$ cat src/rtl/neuro_pkg.sv
// ---------------------------------------------------------------------------
// neuro_pkg
// Shared definitions for the neuron accumulation sequencer:
//   - default sample / accumulator widths
//   - FSM state encoding (legacy-compatible localparam constants)
// ---------------------------------------------------------------------------
package neuro_pkg;

   localparam int DATA_W_DEF = 12;
   localparam int ACC_W_DEF  = 28;

   localparam int ST_W = 3;

   localparam logic [ST_W-1:0] ST_IDLE   = 3'd0;
   localparam logic [ST_W-1:0] ST_CLEAR  = 3'd1;
   localparam logic [ST_W-1:0] ST_ACCUM  = 3'd2;
   localparam logic [ST_W-1:0] ST_SETTLE = 3'd3;
   localparam logic [ST_W-1:0] ST_OUTPUT = 3'd4;

endpackage

$ cat src/rtl/neuron_acc_seq.sv
// ---------------------------------------------------------------------------
// neuron_acc_seq
// Sequences one neuron evaluation over an external registered accumulator:
// clears it, streams N_IN signed samples into it, waits one cycle for the
// final sum to settle, then presents the (optionally rectified) result.
//
// Configuration macro: NEURO_RELU_EN
//   defined     -> negative sums are reported as zero
//   not defined -> the accumulator sum is reported unchanged
//
// Ports
//   clk        in   clock, rising edge
//   rst        in   synchronous active-high reset
//   start      in   one-cycle request to begin an evaluation
//   abort      in   cancel the running evaluation
//   in_valid   in   input sample available
//   in_data    in   input sample (two's complement, DATA_W)
//   in_ready   out  sample accepted this cycle
//   acc_clr    out  clear strobe to the accumulator
//   acc_ce     out  accumulate enable to the accumulator
//   acc_a      out  addend to the accumulator
//   acc_y      in   registered accumulator sum (ACC_W)
//   out_valid  out  result available
//   out_ready  in   consumer accepts the result
//   out_data   out  evaluation result (ACC_W)
//   busy       out  sequencer not idle
//   count      out  samples accepted in the current evaluation
// ---------------------------------------------------------------------------
module neuron_acc_seq
   import neuro_pkg::*;
#(
   parameter int N_IN   = 16,
   parameter int DATA_W = DATA_W_DEF,
   parameter int ACC_W  = ACC_W_DEF,
   localparam int CNT_W = $clog2(N_IN + 1)
) (
   input  logic              clk,
   input  logic              rst,
   input  logic              start,
   input  logic              abort,
   input  logic              in_valid,
   input  logic [DATA_W-1:0] in_data,
   output logic              in_ready,
   output logic              acc_clr,
   output logic              acc_ce,
   output logic [DATA_W-1:0] acc_a,
   input  logic [ACC_W-1:0]  acc_y,
   output logic              out_valid,
   input  logic              out_ready,
   output logic [ACC_W-1:0]  out_data,
   output logic              busy,
   output logic [CNT_W-1:0]  count
);

   logic [ST_W-1:0]  r_state;
   logic [ST_W-1:0]  w_state_nxt;
   logic [CNT_W-1:0] r_count;
   logic [ACC_W-1:0] r_out_data;
   logic             w_abort;
   logic             w_hs;
   logic             w_count_last;
   logic             w_out_hs;

   // Result shaping applied when the settled sum is captured.
   function automatic logic [ACC_W-1:0] f_result(input logic [ACC_W-1:0] y);
`ifdef NEURO_RELU_EN
      if (y[ACC_W-1]) begin
         return {ACC_W{1'b0}};
      end else begin
         return y;
      end
`else
      return y;
`endif
   endfunction

   // Abort only has meaning once an evaluation is running.
   assign w_abort      = abort & (r_state != ST_IDLE);

   // Outputs are forced to their reset values combinationally while rst is
   // high, so they are correct from the very first reset cycle rather than
   // one edge later. An abort suppresses in_ready/out_valid in the same
   // cycle so no sample or result slips through on the cancelling cycle.
   assign in_ready     = (r_state == ST_ACCUM) & ~abort & ~rst;
   assign acc_ce       = in_ready & in_valid;
   assign acc_a        = in_data;
   assign acc_clr      = rst | (r_state == ST_CLEAR);
   assign out_valid    = (r_state == ST_OUTPUT) & ~abort & ~rst;
   assign busy         = (r_state != ST_IDLE) & ~rst;
   assign out_data     = rst ? {ACC_W{1'b0}} : r_out_data;
   assign count        = rst ? {CNT_W{1'b0}} : r_count;

   assign w_hs         = acc_ce;
   assign w_count_last = (r_count == CNT_W'(N_IN - 1));
   assign w_out_hs     = out_valid & out_ready;

   // Next-state decode; abort overrides every other transition.
   always_comb begin
      w_state_nxt = r_state;
      case (r_state)
         ST_IDLE: begin
            if (start) begin
               w_state_nxt = ST_CLEAR;
            end else begin
               w_state_nxt = ST_IDLE;
            end
         end
         ST_CLEAR: begin
            w_state_nxt = ST_ACCUM;
         end
         ST_ACCUM: begin
            if (w_hs && w_count_last) begin
               w_state_nxt = ST_SETTLE;
            end else begin
               w_state_nxt = ST_ACCUM;
            end
         end
         ST_SETTLE: begin
            w_state_nxt = ST_OUTPUT;
         end
         ST_OUTPUT: begin
            if (w_out_hs) begin
               // Back-to-back evaluations: a start on the accepting cycle
               // goes straight to CLEAR without an idle bubble.
               if (start) begin
                  w_state_nxt = ST_CLEAR;
               end else begin
                  w_state_nxt = ST_IDLE;
               end
            end else begin
               w_state_nxt = ST_OUTPUT;
            end
         end
         default: begin
            w_state_nxt = ST_IDLE;
         end
      endcase
      if (w_abort) begin
         w_state_nxt = ST_IDLE;
      end else begin
         w_state_nxt = w_state_nxt;
      end
   end

   // State register.
   always_ff @(posedge clk) begin
      if (rst) begin
         r_state <= ST_IDLE;
      end else begin
         r_state <= w_state_nxt;
      end
   end

   // Accepted-sample counter: cleared on CLEAR or abort, bumped per handshake.
   always_ff @(posedge clk) begin
      if (rst) begin
         r_count <= {CNT_W{1'b0}};
      end else if (w_abort || (r_state == ST_CLEAR)) begin
         r_count <= {CNT_W{1'b0}};
      end else if (w_hs) begin
         r_count <= r_count + CNT_W'(1);
      end else begin
         r_count <= r_count;
      end
   end

   // Result capture at the end of SETTLE, when acc_y holds the final sum.
   always_ff @(posedge clk) begin
      if (rst) begin
         r_out_data <= {ACC_W{1'b0}};
      end else if ((r_state == ST_SETTLE) && !w_abort) begin
         r_out_data <= f_result(acc_y);
      end else begin
         r_out_data <= r_out_data;
      end
   end

endmodule
$ cat config.mk
export PLATFORM = sky130hd
export DESIGN_NAME = neuron_acc_seq
export DESIGN_NICKNAME = d
export VERILOG_FILES = /design/src/rtl/neuro_pkg.sv /design/src/rtl/neuron_acc_seq.sv
export SDC_FILE = /design/constraint.sdc
export NUM_CORES = 1
export LEC_CHECK = 0
export ABC_AREA = 1
export BUFFER_PORTS_ARGS = -buffer_cell sky130_fd_sc_hd__buf_2
export CAP_MARGIN = 15
export CORE_UTILIZATION = 46
export CTS_BUF_LIST = sky130_fd_sc_hd__clkbuf_8
export DETAILED_ROUTE_END_ITERATION = 10
export GPL_ROUTABILITY_DRIVEN = 0
export GPL_TIMING_DRIVEN = 0
export PLACE_DENSITY = 0.83
export SLEW_MARGIN = 0
export SYNTH_ARGS = -nofsm -noshare
export SYNTH_HDL_FRONTEND = slang
export SYNTH_SLANG_ARGS = --single-unit
export TNS_END_PERCENT = 20
$ cat constraint.sdc
create_clock -name clk -period 1.3 [get_ports clk]
set_clock_uncertainty 0.05 [all_clocks]
set_input_delay 0.065 -clock clk [delete_from_list [all_inputs] [get_ports clk]]
set_output_delay 0.065 -clock clk [all_outputs]
set_load 0.05 [all_outputs]
==> results by group, run 1 <==
Final layout
  – Share of cells above drive strength 1: roughly two fifths
  – Finished Layout Cells: around 380
  – Commonest non-fill, non-tap cell in the layout: buf_2
  – Commonest cells after routing, fill and taps aside: buf_2 (77), inv_1 (38), nor2_1 (36), a21oi_1 (36), dfxtp_1 (31)
  – Area Overhead vs Synth: 40.56%
  – Final Cell Area: between 2000 and 2500 µm²
  – Final nets: between 300 and 400
  – Core Util, Final: around 70%
  – # diodes: 0
  – Filler Cell Count: between 300 and 400

Critical path
  – Req. time, crit path: approximately 1.2 ns
  – Critical-path top delay cell: dfxtp_4
  – WP data arrival: between 1 and 1.5 ns
  – CP Class: flop to primary output
  – Kind of end point of the critical path: primary output
  – Max incr delay on CP: around 0.37 ns
  – Critical path peak fanout: 4
  – CP Cell Sequence: nor2_4, inv_2, nor3_2, buf_6
  – Startpoint Class: flop

Clock network
  – CTS buffer count: 5
  – CTS max path bufs: 2
  – Root buffer cell: clkbuf_8
  – CTS tree: built
  – Worst-path clk slew: 0.07 ns
  – Sink Count: 36
  – Clk Latency, worst-skew pair: 0.28 ns
  – Htree depth: 2

Hold path
  – Worst min path class: input pin to flop

Global route
  – Largest net degree at the start of global routing: 12
  – Number of global-route vias before repair: 1593
  – All-Layer GR Usage: about a fifth
  – First-pass GRT wire length: 6.617 mm
  – Grt total ovfl: 0
  – Initial antenna violation count: 0

Synth
  – Synth Net Count: 287
  – Synth warnings: 0
  – Synth area leaders: dfxtp_1 (42%), a21oi_1 (10%), inv_1 (8.5%)
  – Yosys cell types: 23
  – Cell count after synthesis: 239
  – Synth top area share: between 40% and 50%
  – Largest area contributor in the netlist: dfxtp_1
  – Syn avg cell area: 7.240 µm²
  – #FFs+latches synth: 36
  – Synthesized cell area: ~1700 µm²
  – Post-synthesis sequential area ratio: a little over two fifths

Floorplan
  – DIE AREA: 4011 µm²
  – Row cnt: 21
  – IO Count: 96
  – Die Y: about 63 µm
  – Die Span X: between 60 and 70 µm
  – Core region area: 3468 µm²
  – Initial Util: between 40% and 50%

Status
  – Violated checks: hold timing
  – Status: finished with violations

Detailed routing
  – Post-route ant nets: 0
  – Vias/cell: 4.656
  – Drt first pass iters: 4
  – Post-DR wirelength/cell: between 10 and 15 µm
  – Post-Route WL: between 4 and 5 mm
  – DR iter-0 viols: 56
  – Vias: ~1800
  – Post-route DRC: 0

Placement
  – Dpl ws: -0.004582 ns
  – Area after DPL: 2225 µm²
  – HPWL after DPL: a little under 3 mm
  – Port Buffer Count: 82
  – Placed insts: 367

Pwr
  – Max VDD drop: approximately 0.00071 V
  – Power per cell area: 1076 nW/µm²
  – Leakage Power: 1.170 nW
  – Tot Pwr: between 2 and 3 mW

STA
  – Slew Limit Fails: 0
  – Final hold vios: 6
  – Worst setup margin: about 0.0017 ns
  – RSZ-0062 raised after global routing: yes
  – Final setup fails: 0
  – Tmin final: 1.298 ns
  – Max Fclk: slightly below 800 MHz
  – Relative slew slack: ~70%
  – Slew @ Worst Pin: 0.4376 ns
  – Min Hold Slack: -0.005948 ns
  – Setup TNS: 0 ns
  – Final period util: between 90% and 100%

Job
  – Max cap viols: 0
[synthesized netlist by cell type, drive strengths merged]
master   n
inv     42
nor2    40
a21oi   36
dfxtp   36
o21ai   28
buf     20
nand2   19
clkbuf   5
nand3    5
ha       2
nand4    2
nor3     2
xor2     2
[where the power goes]
group | internal (mW) | total (mW) | switching, mW
Combinational | 0.143 | 0.402 | 0.259
Clock | 0.677 | 1.08 | 0.402
Sequential | 1.12 | 1.14 | 0.0158
Total | 1.94 | 2.62 | 0.677
[area by class of cell]
class	instances	area [µm²]	share of cell area, %
plain buffers	25	185.2	7.613
clock buffers	7	96.34	3.961
clock inverters	1	30.03	1.235
inverters	42	160.2	6.584
multi-input cells	136	701.9	28.86
flip-flops and latches	36	732.0	30.09
well taps	46	57.56	2.366
repair buffers	85	469.2	19.29
[logic make-up (layout without fill, tap and decap cells)]
group | after synthesis | count (layout) | synth area share (%)
AOI/OAI and AO/OA | 64 | 64 | 18.51
xor gates and xnor gates | 2 | 2 | 1.012
adders and majority gates | 2 | 2 | 1.446
buffers and inverters | 67 | 160 | 19.52
DFF | 36 | 36 | 41.65
and+or+nand+nor | 68 | 68 | 17.86
[worst max-delay path: cells and delay by family (launching register included)]
kind                   cells  cell delay (ns)
flip-flops                 1             0.37
AND/OR/NAND/NOR            2             0.30
buffers and inverters      2             0.24
[timing repair]
item | CTS | global route
pin swaps | 1 | 1
gates resized for setup | 13 | 16
endpoints found under the hold margin | 1 | 1
setup buffers | 1 | 0
setup endpoints to repair | 6 | 31
hold buffers | 1 | 1
[flip-flops by register name, summed over array words and instances, names as in the netlist]
register / cells
r_count: 5
r_out_data: 28
r_state: 3
[layer usage]
layer	GRT usage, %	routed length (µm)	vias to the layer above	share of wire [%]
met5	0	0	-	0
met4	6.818	64	0	1.6
met3	5.254	276	8	6.9
met2	35.90	1920	75	48
met1	24.53	1741	762	43
li1	-	-	915	-
[path summary, 6_finish.rpt]
check / start / to / slack, ns / depth (start not counted)
setup reg to reg: r_count[1] / r_count[4] / 0.06 / 7
hold / removal: acc_y[15] / r_out_data[15] / -0.006 / 3
setup / recovery: r_state[0] / out_valid / 0.002 / 4
hold reg to reg: r_out_data[0] / r_out_data[0] / 0.41 / 2
No activity file was read; power rests on OpenSTA's default activity.
==> inputs of run 2 (changes only) <==
- SETUP_SLACK_MARGIN: unset -> 0.3
==> results by group, run 2 (synthesis gave the netlist of run 1 again) <==
Pwr
  – Internal power: 1.857 mW (-4.3%)
  – Switching part of the total: 28.30% (+2.4 points)
  – Power per cell area: 865.6 nW/µm² (-20%)
  – Clock share of power: 37.0% (-4.2 points)
  – Max VDD drop: 0.0007691 V (+9.1%)
  – Seq pwr share: 43.8% (+0.4 points)
  – Gate power share: 19.2% (+3.8 points)
  – Leakage Power: 1.259 nW (+7.6%)
  – Switching power: 0.7332 mW (+8.2%)

Detailed routing
  – DR iter-0 viols: 88 (+57%)
  – Vias: 1892 (+7.5%)
  – Post-Route WL: 5.289 mm (+32%)
  – Met2 Routed Length: 2.731 mm (+42%)
  – Post-DR wirelength/cell: 13.77 µm (+30%)
  – Post-route DRC: 0 (unchanged)
  – Top Layer Used: met4
  – Wl on met1: 2.103 mm (+21%)
  – Drt first pass iters: 4 (unchanged)
  – Post-route ant nets: 0 (unchanged)
  – Vias/cell: 4.927 (+5.8%)
  – WL met3: 334 µm (+21%)

STA
  – Final period util: 103.5% (+3.7 points)
  – Final hold vios: 2 (-4)
  – Slew @ Worst Pin: 0.4540 ns (+0.01643 ns)
  – RSZ-0062 raised after global routing: yes
  – Min Hold Slack: -0.009719 ns (-0.003772 ns)
  – Slew Limit Fails: 0 (unchanged)
  – Worst setup margin: -0.04594 ns (-0.04768 ns)
  – Max Fclk: 743.0 MHz (-3.5%)
  – Final setup fails: 2 (+2)
  – Setup TNS: -0.05827 ns (-0.05827 ns)
  – Tmin final: 1.346 ns (+0.04768 ns)
  – Relative slew slack: 69.73% (-1.1 points)

Clock network
  – CTS max path bufs: 2 (unchanged)
  – CTS tree: built
  – Root buffer cell: clkbuf_8
  – CTS buffer count: 5 (unchanged)
  – Sink Count: 36 (unchanged)
  – Clk Latency, worst-skew pair: 0.29 ns (about the same)
  – Worst-path clk slew: 0.07 ns (about the same)
  – Htree depth: 2 (unchanged)

Floorplan
  – Die Y: 63.34 µm (unchanged)
  – IO Count: 96 (unchanged)
  – Initial Util: 49.89% (unchanged)
  – Core region area: 3468 µm² (unchanged)
  – DIE AREA: 4011 µm² (unchanged)
  – Row cnt: 21 (unchanged)
  – Die Span X: 63.34 µm (unchanged)

Final layout
  – Finished Layout Cells: 384 (+1.6%)
  – Final nets: 385 (+1.6%)
  – Share of cells above drive strength 1: 73.37% (+34 points)
  – Largest registers: r_out_data: 28 flops, r_count: 5 flops, r_state: 3 flops
  – Commonest cells after routing, fill and taps aside: buf_2 (44), inv_2 (36), buf_6 (33), a21oi_1 (30), dfxtp_2 (30)
  – Max FFs per register: 28 (unchanged)
  – Area Overhead vs Synth: 72.96%
  – # diodes: 0 (unchanged)
  – Biggest register: r_out_data
  – Final Cell Area: 2993 µm² (+23%)
  – Commonest non-fill, non-tap cell in the layout: buf_2

Critical path
  – Startpoint Class: flop
  – R2R depth: 7 (unchanged)
  – Req. time, crit path: 1.19 ns (about the same)
  – WP data arrival: 1.23 ns (+0.05 ns)
  – CP Class: flop to primary output
  – Kind of end point of the critical path: primary output
  – Critical path peak fanout: 4 (unchanged)

Hold path
  – Worst min path class: input pin to flop
  – Hold path depth: 3 (unchanged)

Global route
  – First-pass GRT wire length: 7.569 mm (+14%)
  – Initial antenna violation count: 0 (unchanged)
  – All-Layer GR Usage: 23.81% (+3.1 points)
  – Number of global-route vias before repair: 1765 (+11%)
  – Largest net degree at the start of global routing: 12 (unchanged)
  – Grt total ovfl: 0 (unchanged)

Placement
  – Port Buffer Count: 82 (unchanged)
  – HPWL after DPL: 2.998 mm (+2.9%)
  – Placed insts: 367 (unchanged)
  – Area after DPL: 2245 µm² (+0.90%)

Job
  – Max cap viols: 0 (unchanged)

Status
  – Violated checks: hold timing, setup timing
  – Status: finished with violations
## run 2: changes by cell type in the layout (fill, tap and decap cells not counted), sizes merged
cell         change
clkinv           +1
clkbuf           -2
buf              +3
inv              +1
dlygate4sd3      +3
## run 2: path summary, 6_finish.rpt
| path | from | end | slack (ns) |
|---|---|---|---|
| hold / removal | acc_y[1] | r_out_data[1] | -0.01 |
| hold reg to reg | r_out_data[5] | r_out_data[5] | 0.40 |
| setup reg to reg | r_state[0] | r_count[1] | 0.01 |
| setup / recovery | r_state[0] | out_valid | -0.05 |
## run 2: per-layer routing
layer / global-route usage (%) / vias to the layer above
li1: - / 935
met1: 26.54 / 859
met2: 43.09 / 85
met3: 5.978 / 13
met4: 8.523 / 0
met5: 0 / -
## run 2: area by class of cell
type | count | area, µm²
multi-input combinational | 136 | 914.6
clock buffer | 5 | 68.82
timing repair buffer | 91 | 769.5
inverter | 42 | 165.2
fill | 199 | 475.5
sequential | 36 | 780.7
clock inverter | 3 | 38.79
buffer | 25 | 197.7
tap | 46 | 57.56
## run 2: power groups by stage
stage	sequential [mW]	combinational, mW	clock [mW]
after floorplan	1.16	0.284	0
after global placement	1.16	0.382	0
after detailed placement	1.16	0.388	0
after CTS	1.14	0.442	0.963
after global routing	1.14	0.529	1.02
final	1.14	0.498	0.957
## run 2: worst max-delay path, cell delays in order (launching register included)
cell and delay (ns):
dfxtp_4 0.37, nor2_4 0.13, inv_2 0.07, nor3_2 0.20, buf_6 0.18
## run 2: repair_timing
item | 4_1_cts | 5_1_grt
gates resized for setup | 158 | 82
endpoints found under the setup margin | 74 | 74
buffers inserted | 3 | 1
hold endpoints to repair | 5 | 0
hold buffers | 5 | 0
pin swaps | 31 | 34
## run 2: through the flow
step | utilization (%) | setup slack [ns] | power (mW)
global placement | 64.72 | -0.001515 | 1.542
floorplan | - | -0.1267 | 1.443
CTS | 80.34 | -0.03330 | 2.541
detailed placement | 64.72 | -0.06216 | 1.550
finish | 86.29 | -0.04594 | 2.591
global route | 86.29 | -0.07191 | 2.685
